**config.mk**
```make
export PLATFORM = sky130hd
export DESIGN_NAME = hqm_aw_rr_arb_hold_flat
export DESIGN_NICKNAME = d
export VERILOG_FILES = /design/src/rtl/hqm_aw_rr_arb_hold_pkg.sv /design/src/rtl/hqm_aw_rr_arb_hold_if.sv /design/src/rtl/hqm_aw_rr_arb_hold_binenc.sv /design/src/rtl/hqm_aw_rr_arb_hold.sv /design/src/flat_wrapper.sv
export SDC_FILE = /design/constraint.sdc
export NUM_CORES = 1
export LEC_CHECK = 0
export BUFFER_PORTS_ARGS = -buffer_cell sky130_fd_sc_hd__buf_2
export CAP_MARGIN = 20
export CORE_MARGIN = 2
export CORE_UTILIZATION = 45
export CTS_BUF_LIST = sky130_fd_sc_hd__clkbuf_4 sky130_fd_sc_hd__clkbuf_8
export DETAILED_ROUTE_END_ITERATION = 8
export HOLD_SLACK_MARGIN = 0.05
export PLACE_DENSITY = 0.8
export REMOVE_ABC_BUFFERS = 1
export SKIP_CTS_REPAIR_TIMING = 1
export SYNTH_ARGS = -nofsm -noshare
export SYNTH_HDL_FRONTEND = slang
export SYNTH_SLANG_ARGS = --single-unit
```
**constraint.sdc**
```tcl
create_clock -name clk -period 4.35 [get_ports clk]
set_input_delay 0.2175 -clock clk [delete_from_list [all_inputs] [get_ports clk]]
set_output_delay 0.2175 -clock clk [all_outputs]
set_load 0.005 [all_outputs]
```
**src/rtl/hqm_aw_rr_arb_hold_pkg.sv**
```systemverilog
// Shared helpers for the round-robin hold arbiter.
// Width derivation used by the arbiter, its interface and encoder.
package hqm_aw_rr_arb_hold_pkg;

  function automatic int aw_logb2(input int v);
    int r;
    r = 0;
    for (int t = v; t > 1; t = t >> 1) begin
      r++;
    end
    return r;
  endfunction

endpackage

```
**src/rtl/hqm_aw_rr_arb_hold_if.sv**
```systemverilog
// Request/grant bundle between requesters, arbiter and consumer.
// slave = arbiter side, master = requester/consumer side.
interface hqm_aw_rr_arb_hold_if
  import hqm_aw_rr_arb_hold_pkg::*;
#(
  parameter  int NUM_REQS    = 8,
  localparam int NUM_REQS_B2 = aw_logb2(NUM_REQS - 1) + 1
);

  logic [NUM_REQS-1:0]    req;
  logic                   gnt_rdy;
  logic                   gnt_v;
  logic [NUM_REQS_B2-1:0] gnt_id;
  logic [NUM_REQS-1:0]    gnt_onehot;

  modport master (
    output req,
    output gnt_rdy,
    input  gnt_v,
    input  gnt_id,
    input  gnt_onehot
  );

  modport slave (
    input  req,
    input  gnt_rdy,
    output gnt_v,
    output gnt_id,
    output gnt_onehot
  );

endinterface

```
**src/rtl/hqm_aw_rr_arb_hold_binenc.sv**
```systemverilog
// Priority binary encoder with an any-bit flag.
// MSB=0 picks the lowest set bit, MSB=1 the highest.
module hqm_aw_rr_arb_hold_binenc
  import hqm_aw_rr_arb_hold_pkg::*;
#(
  parameter  int WIDTH = 8,
  parameter  bit MSB   = 1'b0,
  localparam int ENC_W = aw_logb2(WIDTH - 1) + 1
) (
  input  logic [WIDTH-1:0] a,
  output logic [ENC_W-1:0] enc,
  output logic             any
);

  assign any = |a;

  if (MSB) begin : g_msb
    always_comb begin
      enc = '0;
      for (int i = 0; i < WIDTH; i++) begin
        if (a[i]) enc = ENC_W'(i);
      end
    end
  end else begin : g_lsb
    // Scan downward so the lowest set bit is written last.
    always_comb begin
      enc = '0;
      for (int i = WIDTH - 1; i >= 0; i--) begin
        if (a[i]) enc = ENC_W'(i);
      end
    end
  end

endmodule

```
**src/rtl/hqm_aw_rr_arb_hold.sv**
```systemverilog
// Registered round-robin arbiter; grant held until accepted.
// Pointer advances past the accepted id for zero-bubble fairness.
module hqm_aw_rr_arb_hold
  import hqm_aw_rr_arb_hold_pkg::*;
#(
  parameter  int NUM_REQS    = 8,
  localparam int NUM_REQS_B2 = aw_logb2(NUM_REQS - 1) + 1
) (
  input  logic                  clk,
  input  logic                  rst_n,
  hqm_aw_rr_arb_hold_if.slave   arb
);

  logic [NUM_REQS_B2-1:0] ptr;
  logic [NUM_REQS_B2-1:0] id_inc;
  logic [NUM_REQS_B2-1:0] eff_ptr;
  logic [NUM_REQS_B2-1:0] hi_enc;
  logic [NUM_REQS_B2-1:0] req_enc;
  logic [NUM_REQS_B2-1:0] win_id;
  logic [NUM_REQS-1:0]    low_mask;
  logic [NUM_REQS-1:0]    hi;
  logic [NUM_REQS-1:0]    win_oh;
  logic                   accept;
  logic                   load;
  logic                   hi_any;
  logic                   req_any;

  assign accept = arb.gnt_v & arb.gnt_rdy;
  assign load   = ~arb.gnt_v | arb.gnt_rdy;

  // Explicit wrap: NUM_REQS need not be a power of two.
  assign id_inc =
    (arb.gnt_id == NUM_REQS_B2'(NUM_REQS - 1))
      ? '0
      : arb.gnt_id + 1'b1;

  assign eff_ptr = accept ? id_inc : ptr;

  always_comb begin
    low_mask = '0;
    for (int i = 0; i < NUM_REQS; i++) begin
      low_mask[i] = NUM_REQS_B2'(i) < eff_ptr;
    end
  end

  assign hi = arb.req & ~low_mask;

  hqm_aw_rr_arb_hold_binenc #(
    .WIDTH (NUM_REQS),
    .MSB   (1'b0)
  ) u_enc_hi (
    .a   (hi),
    .enc (hi_enc),
    .any (hi_any)
  );

  hqm_aw_rr_arb_hold_binenc #(
    .WIDTH (NUM_REQS),
    .MSB   (1'b0)
  ) u_enc_req (
    .a   (arb.req),
    .enc (req_enc),
    .any (req_any)
  );

  assign win_id = hi_any ? hi_enc : req_enc;
  assign win_oh = NUM_REQS'(1) << win_id;

  always_ff @(posedge clk or negedge rst_n) begin
    if (!rst_n) begin
      arb.gnt_v      <= 1'b0;
      arb.gnt_id     <= '0;
      arb.gnt_onehot <= '0;
      ptr            <= '0;
    end else begin
      if (accept) ptr <= id_inc;
      if (load) begin
        arb.gnt_v      <= req_any;
        arb.gnt_onehot <= req_any ? win_oh : '0;
        if (req_any) arb.gnt_id <= win_id;
      end
    end
  end

`ifndef INTEL_SVA_OFF
  if (NUM_REQS < 2) begin : g_bad_num_reqs
    $error("NUM_REQS must be greater than 1");
  end

  a_onehot: assert property (
    @(posedge clk) disable iff (!rst_n)
    arb.gnt_onehot ==
      (arb.gnt_v ? (NUM_REQS'(1) << arb.gnt_id) : '0));

  a_hold: assert property (
    @(posedge clk) disable iff (!rst_n)
    arb.gnt_v && !arb.gnt_rdy |=> $stable(arb.gnt_id));

  a_range: assert property (
    @(posedge clk) disable iff (!rst_n)
    arb.gnt_v |-> (32'(arb.gnt_id) < NUM_REQS));
`endif

endmodule

```
**src/flat_wrapper.sv**
```systemverilog
// flat-port wrapper written by rule: the top's interface ports become plain ports
module hqm_aw_rr_arb_hold_flat import hqm_aw_rr_arb_hold_pkg::*;
#(
  parameter  int NUM_REQS    = 8,
  localparam int NUM_REQS_B2 = aw_logb2(NUM_REQS - 1) + 1
)
  (clk, rst_n, arb_req, arb_gnt_rdy, arb_gnt_v, arb_gnt_id, arb_gnt_onehot);
  hqm_aw_rr_arb_hold_if #(.NUM_REQS(NUM_REQS)) arb_i ();
  input  logic clk;
  input  logic rst_n;
  input wire logic [$bits(arb_i.req)-1:0] arb_req;
  input wire logic [$bits(arb_i.gnt_rdy)-1:0] arb_gnt_rdy;
  output wire logic [$bits(arb_i.gnt_v)-1:0] arb_gnt_v;
  output wire logic [$bits(arb_i.gnt_id)-1:0] arb_gnt_id;
  output wire logic [$bits(arb_i.gnt_onehot)-1:0] arb_gnt_onehot;
  assign arb_i.req = arb_req;
  assign arb_i.gnt_rdy = arb_gnt_rdy;
  assign arb_gnt_v = arb_i.gnt_v;
  assign arb_gnt_id = arb_i.gnt_id;
  assign arb_gnt_onehot = arb_i.gnt_onehot;
  hqm_aw_rr_arb_hold #(.NUM_REQS(NUM_REQS)) u_core (.clk(clk), .rst_n(rst_n), .arb(arb_i));
endmodule
```
Yosys cells after proc, flatten, opt, wreduce, memory -nomap -nowiden:

Index checks and enable logic that the tools add are counted.

* word-level logic and storage cells: 43
* register bits: 15
* bits of input ports: 11

* multiplexer cells: 20
* bitwise gates (word level): 5
* shift-type cells: 1
* add/sub/neg operators: 1
* eq/ne operators: 1
* $lt $le $gt $ge: 8
* reduce and logical (&&, ||, !) cells: 3

Operators by type and width (number)
* 3-bit two-way mux: 19
* 8-bit OR reduction: 2
* 3-bit less-than comparator, first input constant: 4
* 8-bit bitwise AND: 1
* 8-bit two-way mux: 1
* 8-bit inverter: 1
* 1-bit by 3-bit << shifter with 8-bit output, first input constant: 1
* 1-bit by 3-bit less-than comparator with 1-bit output, first input constant: 2
* 2-bit by 3-bit less-than comparator with 1-bit output, first input constant: 2
* 3-bit by 1-bit adder with 3-bit output, second input constant: 1
* 3-bit equality test, second input constant: 1
* 2-bit AND reduction: 1
* 1-bit bitwise AND: 1
* 1-bit inverter: 1
* 1-bit bitwise OR: 1

Depth between registers and ports, before layout:

Gate-level depths: netlist of run 1.

* depth after elaboration: 17
* mapped depth: 9
* mapped depth without buffers: 9

By module:

A second synthesis of run 1 with hierarchy kept.

* cells, all modules: 96
* area total of the unflattened synthesis: 913.4 um2

Modules (own cells, without submodules)
* hqm_aw_rr_arb_hold: cells an instance 70, instances 1, area an instance 750.7 um2, seq. area each 375.4 um2
* hqm_aw_rr_arb_hold_binenc: cells an instance 13, instances 2, area an instance 81.3 um2, seq. area each 0.0 um2

Worst setup path after synthesis of run 1:

OpenSTA, ideal clock, no wires.

* path kind: reg-to-reg
* from: register u_core.arb.gnt_id[0]
* to: register u_core.arb.gnt_onehot[0]
* required time: 4229 ps
* stages on the path, launching flop included: 10
* slack: 1968 ps
* arrival: 2261 ps
* clock period less this slack: 2382 ps
* path through: dfrtp_1 ha_1 ha_1 or3b_1 mux2_2 a21oi_4 o22ai_2 a32oi_1 nor2_1 a22o_1

* cells in the longest elaborated chain, start to end: 17
* elaborated cells on any way between the ends: 26
* those cells by class: add/sub: 1; order compare: 8; eq/ne: 1; shift: 1; mux: 12; bitwise: 2; reduce/logical: 1

Ends and longest elaborated chain
* start, declared: RTL line hqm_aw_rr_arb_hold_if.sv:28 `output gnt_id,`
* start signal, assigned: RTL line hqm_aw_rr_arb_hold.sv:80 `if (req_any) arb.gnt_id <= win_id;`
* 3-bit by 1-bit adder with 3-bit output or 3-bit equality test (tied branches): RTL line hqm_aw_rr_arb_hold.sv:35, hqm_aw_rr_arb_hold.sv:33
* 3-bit two-way mux *: RTL line hqm_aw_rr_arb_hold.sv:34 `? '0`
* 3-bit two-way mux *: RTL line hqm_aw_rr_arb_hold.sv:37 `assign eff_ptr = accept ? id_inc : ptr;`
* 3-bit less-than comparator: RTL line hqm_aw_rr_arb_hold.sv:42 `low_mask[i] = NUM_REQS_B2'(i) < eff_ptr;`
* 8-bit inverter *: RTL line hqm_aw_rr_arb_hold.sv:46 `assign hi = arb.req & ~low_mask;`
* 8-bit bitwise AND *: RTL line hqm_aw_rr_arb_hold.sv:46
* 3-bit two-way mux (8 in series): RTL line hqm_aw_rr_arb_hold_binenc.sv:29 `if (a[i]) enc = ENC_W'(i);`
* 3-bit two-way mux *: RTL line hqm_aw_rr_arb_hold.sv:66 `assign win_id = hi_any ? hi_enc : req_enc;`
* 1-bit by 3-bit << shifter with 8-bit output *: RTL line hqm_aw_rr_arb_hold.sv:67 `assign win_oh = NUM_REQS'(1) << win_id;`
* 8-bit two-way mux *: RTL line hqm_aw_rr_arb_hold.sv:79 `arb.gnt_onehot <= req_any ? win_oh : '0;`
* end signal, assigned: RTL line hqm_aw_rr_arb_hold.sv:79
* end, declared: RTL line hqm_aw_rr_arb_hold_if.sv:29 `output gnt_onehot`

Every way passes the cells marked *; elsewhere a longest branch is shown, timed or not.
A chain may end at the register's enable or synchronous reset.

Worst setup path in the final report of run 1:

* from: register u_core.arb.gnt_id[0]
* to: register u_core.arb.gnt_onehot[1]

Same word-level chain as after synthesis.

==> flow_results.org, run 1 <==
** Outcome
- Result of the run :: finished, final reports clean

** CTS
- In this run the clock root is driven by a sky130_fd_sc_hd__clkbuf_4.
- Clock buffer depth :: 2
- CTS tree :: done
- The clock reaches the later pin of the worst-skew pair after 280 ps.
- In this run the number of H-tree levels came out at 1.
- Clock net sink count :: 15
- Num CTS Buffers :: 3
- After clock tree synthesis, the clock-pin slew on the worst setup and hold paths is 90 ps.

** Drt
- For this run, design rule violations remaining after detail routing come to 0.
- Number of optimization iterations in the first detailed-route pass :: 4
- The detailed router finished its first iteration with 15 violations.
- Vias post-DR :: 848
- DRT antenna net count :: 0
- In the routed layout, each cell is associated on average with a via count of 5.77.
- Average wire length per cell after detail routing :: 14.7 um
- Summed over all layers, the routed wires come to 2160 um.

** Timing
- Setup violations, final :: 0
- Post-route fraction of the period consumed by the critical path :: 61.6%
- The count of final max-slew check failures is 0.
- RSZ-0062 raised after global routing :: false
- Measured against its own limit, the worst slew margin works out to 60.7%.
- Worst clock skew :: 6.03 ps
- Slew at the pin closest to its max-slew limit :: 588 ps
- Counting I/O delays and the setup requirement, the final critical path takes 2680 ps.
- The number of hold violations in the final report is 0.
- Fmax :: 0.373 GHz
- Setup_tns :: 0 ps

** Synth
- Synth cell types :: 43
- Synth Cell Area :: 965 sq um
- Counting every instance in the synthesized netlist gives 94.
- After synthesis the netlist holds a flip-flop and latch count of 15.
- Each instance of the synthesized netlist takes up on average 10.3 sq um.
- The Yosys step of the flow raised 0 warnings.
- Sequential area share after synthesis :: 38.9%

** Layout
- The count of cells in the finished layout, fillers not included, comes to 147.
- Highest-count cells in the layout ignoring fill and taps :: sky130_fd_sc_hd__buf_2 (22), sky130_fd_sc_hd__dfrtp_1 (15), sky130_fd_sc_hd__nor2_1 (10), sky130_fd_sc_hd__nand2_1 (8), sky130_fd_sc_hd__a22o_1 (6)
- The library cell used most frequently in the layout, excluding fill and tap cells, is sky130_fd_sc_hd__buf_2.
- Number of antenna diodes :: 0
- Fraction of layout instances using a drive strength above 1 :: 34.2%
- Final instance area :: 1140 sq um
- Compared with the post-synthesis result, the final layout area differs by 18.4%.
- Counting the fill cells in the layout gives 176.
- The net count of the finished layout is 134.

** Die
- The region available for standard cell placement spans 2000 sq um.
- 23 I/O pins were placed.
- The die covers 2530 sq um.
- Standard-cell rows :: 16
- Die outline width :: 50.3 um
- Initial standard-cell utilization of the core :: 48.2%
- In this run the vertical extent of the chip is 50.3 um.

** Critical path
- Terminus of the critical flop-to-flop path :: u_core.arb.gnt_onehot[1]
- In this run the critical register-to-register path is launched from u_core.arb.gnt_id[0].
- For the worst flop-to-flop path, the logic depth is 9.
- Required time worst endpoint :: 4520 ps
- Sort of element at the end of the critical path :: flop
- The critical path in this run is classified as flop to flop.
- Slack of the worst reg-to-reg path :: 1670 ps
- Endpoint arrival time on the critical path :: 2850 ps
- The critical path starts at u_core.arb.gnt_id[0].
- Max FO, Critical Path :: 6
- Worst Setup Start Kind :: flop

** GRT
- Initial antenna violation count :: 0
- Global routing finished with a remaining overflow of 0.
- Via count of the first global-routing pass :: 835
- In the global route stage, overall resource usage came out at 19.3%.
- Pin count of the biggest net entering global routing :: 16
- The first global-routing pass estimated 3820 um of wire.

** Pwr
- Leak :: 0.545 nW
- The internal power of the cells totals 0.422 mW.
- Sequential fraction of design power :: 32.1%
- Switch share :: 42.1%
- Power share of the clock group :: 10.7%
- Peak supply drop :: 0.339 mV
- Combinational logic is responsible for 57.2% of the overall power.
- For this design the ratio of total power to cell area is 639 nW/um^2.
- For this design the total switching power over the nets is 0.308 mW.

** Flow run
- Max-cap violations in this run came to 0.

** Hold path
- The worst hold path passes through 3 cells.
- The min-delay analysis places its worst path in the category input pin to flop.
- The startpoint identified for the worst hold timing path is arb_req[7].
- For hold timing, the worst endpoint is u_core.arb.gnt_v.

** Placed design
- Buffers added on ports :: 22
- The placed instances occupy a cell area of 1100 sq um.
- Routability-driven placement finished with a final weighted congestion of 0.945.
- In this run, placement finished with an instance count of 142.
- Placed wire-length estimate after detailed placement :: 1700 um
[metrics by stage]
stage | power, mW | setup WS, ps | util (%) | hold WS, ps
floorplan | 0.530 | 1970 | - | -78.1
finish | 0.730 | 1670 | 57.1 | 201
CTS | 0.732 | 1680 | 56.6 | -182
global route | 0.798 | 1510 | 57.1 | 192
detailed placement | 0.652 | 1720 | 55.2 | 131
global placement | 0.642 | 1780 | 55.2 | 128
[area by class of cell]
cell class	instances	area [sq um]	share of cell area, %
tap	27	33.8	2.96
inverter	6	22.5	1.97
timing repair buffer	23	120	10.5
sequential	15	375	32.9
clock inverter	1	5.00	0.438
clock buffer	3	22.5	1.97
multi-input combinational	72	563	49.3
[worst max-delay path, stage by stage, from the launching register on]
cell and delay, ps:
sky130_fd_sc_hd__dfrtp_1 450, sky130_fd_sc_hd__ha_1 230, sky130_fd_sc_hd__ha_1 220, sky130_fd_sc_hd__or3b_1 400, sky130_fd_sc_hd__mux2_2 320, sky130_fd_sc_hd__a21oi_4 190, sky130_fd_sc_hd__o22ai_2 130, sky130_fd_sc_hd__a32oi_1 300
sky130_fd_sc_hd__nor2_1 110, sky130_fd_sc_hd__a22o_1 210
[power by group through the flow]
stage / combinational [mW] / clock (mW) / sequential [mW]
floorplan: 0.297 / 0 / 0.233
global placement: 0.408 / 0 / 0.234
detailed placement: 0.414 / 0 / 0.238
CTS: 0.416 / 0.0807 / 0.235
global route: 0.467 / 0.0885 / 0.243
finish: 0.417 / 0.0780 / 0.235
[routing by layer]
| metal | wire (um) | global-route usage, % | share of wire (%) |
|---|---|---|---|
| met1 | 1020 | 26.2 | 47 |
| met2 | 1040 | 31.8 | 48 |
| met3 | 72 | 2.98 | 3.3 |
| met4 | 27 | 5.86 | 1.3 |
| met5 | 0 | 0 | 0 |
[cell usage after synthesis, drive strengths merged]
cell type	number	area [sq um]
dfrtp	15	375
nor2	10	37.5
nand2	8	30.0
a22o	6	52.6
inv	6	22.5
a21oi	4	31.3
nand2b	3	18.8
a21boi	2	15.0
and2	2	15.0
and4b	2	20.0
ha	2	25.0
mux2	2	22.5
nor2b	2	12.5
o21a	2	15.0
o21ai	2	10.0
o21bai	2	15.0
o22ai	2	18.8
o311ai	2	35.0
a211oi	1	7.51
a21bo	1	10.0
a22oi	1	7.51
a2bb2oi	1	15.0
a311oi	1	8.76
a32oi	1	8.76
and3	1	7.51
and4bb	1	12.5
buf	1	3.75
mux2i	1	13.8
nand3	1	10.0
nor4	1	12.5
o221ai	1	8.76
o2bb2ai	1	8.76
o311a	1	10.0
o31a	1	8.76
o31ai	1	12.5
or2	1	6.26
or3b	1	8.76
or4	1	11.3
[flip-flops by register name (all words and copies together) (netlist names)]
| register | count |
|---|---|
| u_core.arb.gnt_onehot | 8 |
| u_core.arb.gnt_id | 3 |
| u_core.ptr | 3 |
| u_core.arb.gnt_v | 1 |
[worst max-delay path by stage]
stage | to | slack [ps]
4_1_cts | u_core.arb.gnt_onehot[1] | 1680
3_5_place_dp | u_core.arb.gnt_onehot[1] | 1720
6_report | u_core.arb.gnt_onehot[1] | 1670
3_3_place_gp | u_core.arb.gnt_onehot[1] | 1780
2_1_floorplan | u_core.arb.gnt_onehot[0] | 1970
5_1_grt | u_core.arb.gnt_onehot[1] | 1510
[cells by family after synthesis]
group                      share of synthesized area [%]
AOI/OAI and AO/OA                                   31.0
adders and majority gates                           2.59
buffers and inverters                               2.72
DFF                                                 38.9
muxes                                               3.76
and+or+nand+nor                                     21.0
Note: power is estimated with default switching activity, not from simulation.
==> run 2: changes to the inputs <==
--- a/config.mk
+++ b/config.mk
@@ -5,6 +5,7 @@
 export SDC_FILE = /design/constraint.sdc
 export NUM_CORES = 1
 export LEC_CHECK = 0
+export ABC_AREA = 1
 export BUFFER_PORTS_ARGS = -buffer_cell sky130_fd_sc_hd__buf_2
 export CAP_MARGIN = 20
 export CORE_MARGIN = 2
==> constraint.sdc (replaced) <==
create_clock -name clk -period 2.75 [get_ports clk]
set_input_delay 0.1375 -clock clk [delete_from_list [all_inputs] [get_ports clk]]
set_output_delay 0.1375 -clock clk [all_outputs]
set_load 0.005 [all_outputs]
==> run 2 against run 1 <==
  * Clock power increased by 62%
  * Total power grew 41%
  * Sequential share of layout area rose by 1.3 points
  * Synthesized cell count is 31% higher
  * Die area down 4.5%
  * First-iteration DRC count is 60% higher
  * Setup slack lost 1100 ps
  * Core utilization decreased by 0.49 points
  * Final cell count rose by 20%
  * Largest cell class unchanged
  * Largest power group unchanged
==> flow_results.org, run 2 <==
** Outcome
- Result of the run: finished, final reports clean (unchanged).

** Synth
- Leading cell types by count after synthesis: sky130_fd_sc_hd__nand2_1 (40), sky130_fd_sc_hd__dfrtp_1 (15), sky130_fd_sc_hd__nand3_1 (12), sky130_fd_sc_hd__nor2_1 (12), sky130_fd_sc_hd__inv_1 (10) (was sky130_fd_sc_hd__dfrtp_1 (15), sky130_fd_sc_hd__nor2_1 (10), sky130_fd_sc_hd__nand2_1 (8)).
- The register area share after synthesis was 40.9% (was 38.9%).
- Synth cell types :: 23 (was 43)
- Synth Area in Adders :: 2.73% (was 2.59%)
- Synth Area in Compound Gates :: 5.05% (was 31.0%)
- The portion of synthesized cell area occupied by the leading cell type was 40.9% (was 38.9%).
- The proportion of register bits with asynchronous set or reset after synthesis came to 100% (unchanged).
- Primary flip-flop cell chosen by synthesis mapping :: sky130_fd_sc_hd__dfrtp_1 (unchanged)
- Mean post-synth cell area :: 7.46 sq um (was 10.3 sq um)
- Main combinational cell family by area after synthesis :: simple AND/OR/NAND/NOR gates (was compound AO/OA/AOI/OAI gates)
- The XOR/XNOR share of the synthesized area was 0% (unchanged).
- Cell type with the highest aggregate area in the netlist :: sky130_fd_sc_hd__dfrtp_1 (unchanged)
- Synthesis warning total :: 0 (unchanged)
- The cell area after technology mapping was 917 sq um (was 965 sq um).
- The flop and latch count out of synthesis is 15 (unchanged).
- Count of flip-flops with a built-in enable after synthesis :: 0 (unchanged)
- The number of instances in the synthesized netlist is 123 (was 94).
- Most area-consuming cells after synthesis: sky130_fd_sc_hd__dfrtp_1 (41%), sky130_fd_sc_hd__nand2_1 (16%), sky130_fd_sc_hd__nand3_1 (6.5%), sky130_fd_sc_hd__nand2_2 (5.5%), sky130_fd_sc_hd__nor2_1 (4.9%) (was sky130_fd_sc_hd__dfrtp_1 (39%), sky130_fd_sc_hd__a22o_1 (5.4%), sky130_fd_sc_hd__nor2_1 (3.9%), sky130_fd_sc_hd__nand2_1 (3.1%), sky130_fd_sc_hd__o311ai_4 (2.7%)).
- Share of synthesized area spent on multiplexers :: 0% (was 3.76%)
- Post-synthesis simple-gate area fraction :: 46.1% (was 21.0%)
- Most repeated cell in the gate-level netlist after synthesis :: sky130_fd_sc_hd__nand2_1 (was sky130_fd_sc_hd__dfrtp_1)

** GRT
- Initial antenna violation count :: 0 (unchanged)
- The final global-route overflow total is 0 (unchanged).
- The pin count of the biggest net entering global routing was 16 (unchanged).
- Via count of the first global-routing pass :: 850 (was 835)
- The global-route wire length before repair came to 3450 um (was 3820 um).
- GRT Util Overall :: 18.0% (was 19.3%)

** Die
- Core area :: 1940 sq um (was 2000 sq um)
- The initial standard-cell utilization of the core was 47.2% (was 48.2%).
- Top Ports :: 23 (unchanged)
- Die outline width :: 49.1 um (was 50.3 um)
- Y dimension of the die :: 49.1 um (was 50.3 um)
- The number of cell rows was 16 (unchanged).
- Die footprint :: 2420 sq um (was 2530 sq um)

** Layout
- Top reg by flops :: u_core.arb.gnt_onehot (unchanged)
- Filler Cells Inserted :: 188 (was 176)
- Multi-input gate area :: 494 sq um (was 563 sq um)
- Highest-count cells in the layout ignoring fill and taps :: sky130_fd_sc_hd__nand2_1 (40), sky130_fd_sc_hd__buf_2 (22), sky130_fd_sc_hd__dfrtp_1 (15), sky130_fd_sc_hd__nand3_1 (12), sky130_fd_sc_hd__nor2_1 (12) (was sky130_fd_sc_hd__buf_2 (22), sky130_fd_sc_hd__dfrtp_1 (15), sky130_fd_sc_hd__nor2_1 (10), sky130_fd_sc_hd__nand2_1 (8), sky130_fd_sc_hd__a22o_1 (6))
- The commonest non-fill, non-tap cell in the layout was sky130_fd_sc_hd__nand2_1 (was sky130_fd_sc_hd__buf_2).
- The number of nets in the layout came to 164 (was 134).
- Layout Area Growth over Synthesis :: 19.8% (was 18.4%)
- Biggest regs :: u_core.arb.gnt_onehot x8, u_core.arb.gnt_id x3, u_core.ptr x3 (unchanged)
- Number of antenna diodes :: 0 (unchanged)
- The sequential cell area was 375 sq um (unchanged).
- The count of non-filler cells in the finished layout was 177 (was 147).
- The share of layout cells above drive strength 1 came to 30.0% (was 34.2%).
- Max FFs per register :: 8 (unchanged)

** Critical path
- Max FO, Critical Path :: 6 (unchanged)
- The critical register-to-register path startpoint is u_core.arb.gnt_id[0] (unchanged).
- Worst Setup Start Kind :: flop (unchanged)
- The endpoint arrival time on the critical path was 2380 ps (was 2850 ps).
- The kind of end point of the critical path is a flop (unchanged).
- Terminus of the critical flop-to-flop path :: u_core.arb.gnt_onehot[0] (was u_core.arb.gnt_onehot[1])
- Required time worst endpoint :: 2930 ps (was 4520 ps)
- Launching instance or port of the critical path :: u_core.arb.gnt_id[0] (unchanged)
- The worst reg2reg path depth came to 14 (was 9).
- Critical setup path kind :: flop to flop (unchanged)
- Slack of the worst reg-to-reg path :: 550 ps (was 1670 ps)

** Timing
- The count of final max-slew check failures is 0 (unchanged).
- The total of endpoints with negative setup slack in the final report is 0 (unchanged).
- Final hold vios :: 0 (unchanged)
- The worst hold-check slack was 96.0 ps (was 201 ps).
- Fmax :: 0.454 GHz (was 0.373 GHz)
- Slew at the pin closest to its max-slew limit :: 574 ps (was 588 ps)
- RSZ-0062 raised after global routing: false (unchanged).
- Worst clock skew :: 2.06 ps (was 6.03 ps)
- Setup_tns :: 0 ps (unchanged)
- Worst relative slew slack :: 61.6% (was 60.7%)
- The final worst-path cycle share is 80.2% (was 61.6%).
- Final min period :: 2200 ps (was 2680 ps)

** Placed design
- The half-perimeter wire length of the detailed placement result is 1530 um (was 1700 um).
- The number of placed instances with taps included is 172 (was 142).
- Final weighted congestion of routability-driven global placement :: 0.828 (was 0.945)
- Buffers added on ports :: 22 (unchanged)

** Drt
- The mean number of vias per cell is 5.10 (was 5.77).
- The first-iteration detailed-routing DRC count was 24 (was 15).
- Number of DRC violations after detailed routing :: 0 (unchanged)
- Number of optimization iterations in the first detailed-route pass :: 5 (was 4)
- The total wire length is 1950 um (was 2160 um).
- Vias post-DR :: 903 (was 848)
- The routed length per instance is 11.0 um (was 14.7 um).
- The number of nets with antenna violations after detailed routing is 0 (unchanged).

** Pwr
- The maximum VDD drop is 0.463 mV (was 0.339 mV).
- Power per unit of standard cell area :: 935 nW/um^2 (was 639 nW/um^2)
- Leak :: 0.615 nW (was 0.545 nW)

** Hold path
- The class of the tightest hold or removal check is input pin to flop (unchanged).
- Worst Hold Path Cells :: 2 (was 3)
- Hold path start :: arb_gnt_rdy (was arb_req[7])
- The hold path endpoint was u_core.arb.gnt_v (unchanged).

** CTS
- Htree depth :: 1 (unchanged)
- Clock buffer depth :: 2 (unchanged)
- Clk slew on worst S/H paths :: 90 ps (about the same)
- Clock net sink count :: 15 (unchanged)
- CTS tree :: done (unchanged)
- CTS root buf :: sky130_fd_sc_hd__clkbuf_4 (unchanged)
- The latest clock arrival within the worst-skew pair was 280 ps (about the same).
- The number of buffers created by CTS was 3 (unchanged).

** Flow run
- Number of max-cap violations :: 0 (unchanged)
==> run 2: cell types whose count changed after synthesis, moves of 3 or more <==
cell,change
sky130_fd_sc_hd__a22o_1,-6
sky130_fd_sc_hd__nand3_1,+12
sky130_fd_sc_hd__nand4_1,+4
sky130_fd_sc_hd__nand2_2,+8
sky130_fd_sc_hd__nand2_1,+32
sky130_fd_sc_hd__nand2b_1,-3
sky130_fd_sc_hd__nor3_1,+3
sky130_fd_sc_hd__inv_1,+5
==> run 2: layout make-up <==
type / count / share of cell area (%)
well taps: 27 / 3.08
flip-flops and latches: 15 / 34.2
multi-input cells: 96 / 45.0
clock buffers: 3 / 2.05
inverters: 12 / 4.33
repair buffers: 23 / 10.9
clock inverters: 1 / 0.456
==> run 2: critical path, stage by stage, from the launching register on <==
cell	delay [ps]
sky130_fd_sc_hd__dfrtp_1	420
sky130_fd_sc_hd__ha_1	210
sky130_fd_sc_hd__ha_1	270
sky130_fd_sc_hd__nand3_1	80
sky130_fd_sc_hd__nand2_2	140
sky130_fd_sc_hd__nor2_2	80
sky130_fd_sc_hd__nand2_2	90
sky130_fd_sc_hd__nand2_1	90
sky130_fd_sc_hd__nor2_2	190
sky130_fd_sc_hd__and2_4	190
sky130_fd_sc_hd__nand2_2	60
sky130_fd_sc_hd__nand2_4	100
sky130_fd_sc_hd__inv_4	50
sky130_fd_sc_hd__nand4_1	80
sky130_fd_sc_hd__nand2_1	60
==> run 2: power by group <==
| group | switching (mW) | leakage [nW] | internal, mW | total (mW) |
|---|---|---|---|---|
| sequential | 0.0469 | 0.189 | 0.307 | 0.354 |
| combinational | 0.348 | 0.408 | 0.199 | 0.547 |
| clock | 0.0724 | 0.0177 | 0.0540 | 0.126 |
==> run 2: through the flow <==
stage / power (mW) / utilization [%] / setup WS (ps) / cell area [sq um]
floorplan: 0.745 / - / 756 / 917
global placement: 0.880 / 54.6 / 668 / 1060
detailed placement: 0.898 / 54.6 / 592 / 1060
CTS: 1.03 / 56.1 / 574 / 1090
global route: 1.14 / 56.6 / 356 / 1100
finish: 1.03 / 56.6 / 546 / 1100
==> run 2: how the worst max path moves through the flow <==
stage / end / slack [ps]
detailed placement: u_core.arb.gnt_onehot[0] / 590
global placement: u_core.arb.gnt_onehot[1] / 670
finish: u_core.arb.gnt_onehot[0] / 550
floorplan: u_core.arb.gnt_onehot[1] / 760
global route: u_core.arb.gnt_onehot[0] / 360
CTS: u_core.arb.gnt_onehot[0] / 570
==> run 2: metal layers <==
metal,vias up,wire length [um],global-route usage (%)
met5,-,0,0
met4,0,7,3.81
met3,2,123,3.37
met2,36,890,31.1
met1,412,931,23.5
li1,453,-,-
==> run 2: cell families after synthesis <==
family	count (synthesis)
adder cells (fa/ha/maj)	2
flip-flops	15
AND/OR/NAND/NOR	87
AO/OA/AOI/OAI	7
buffers and inverters	12
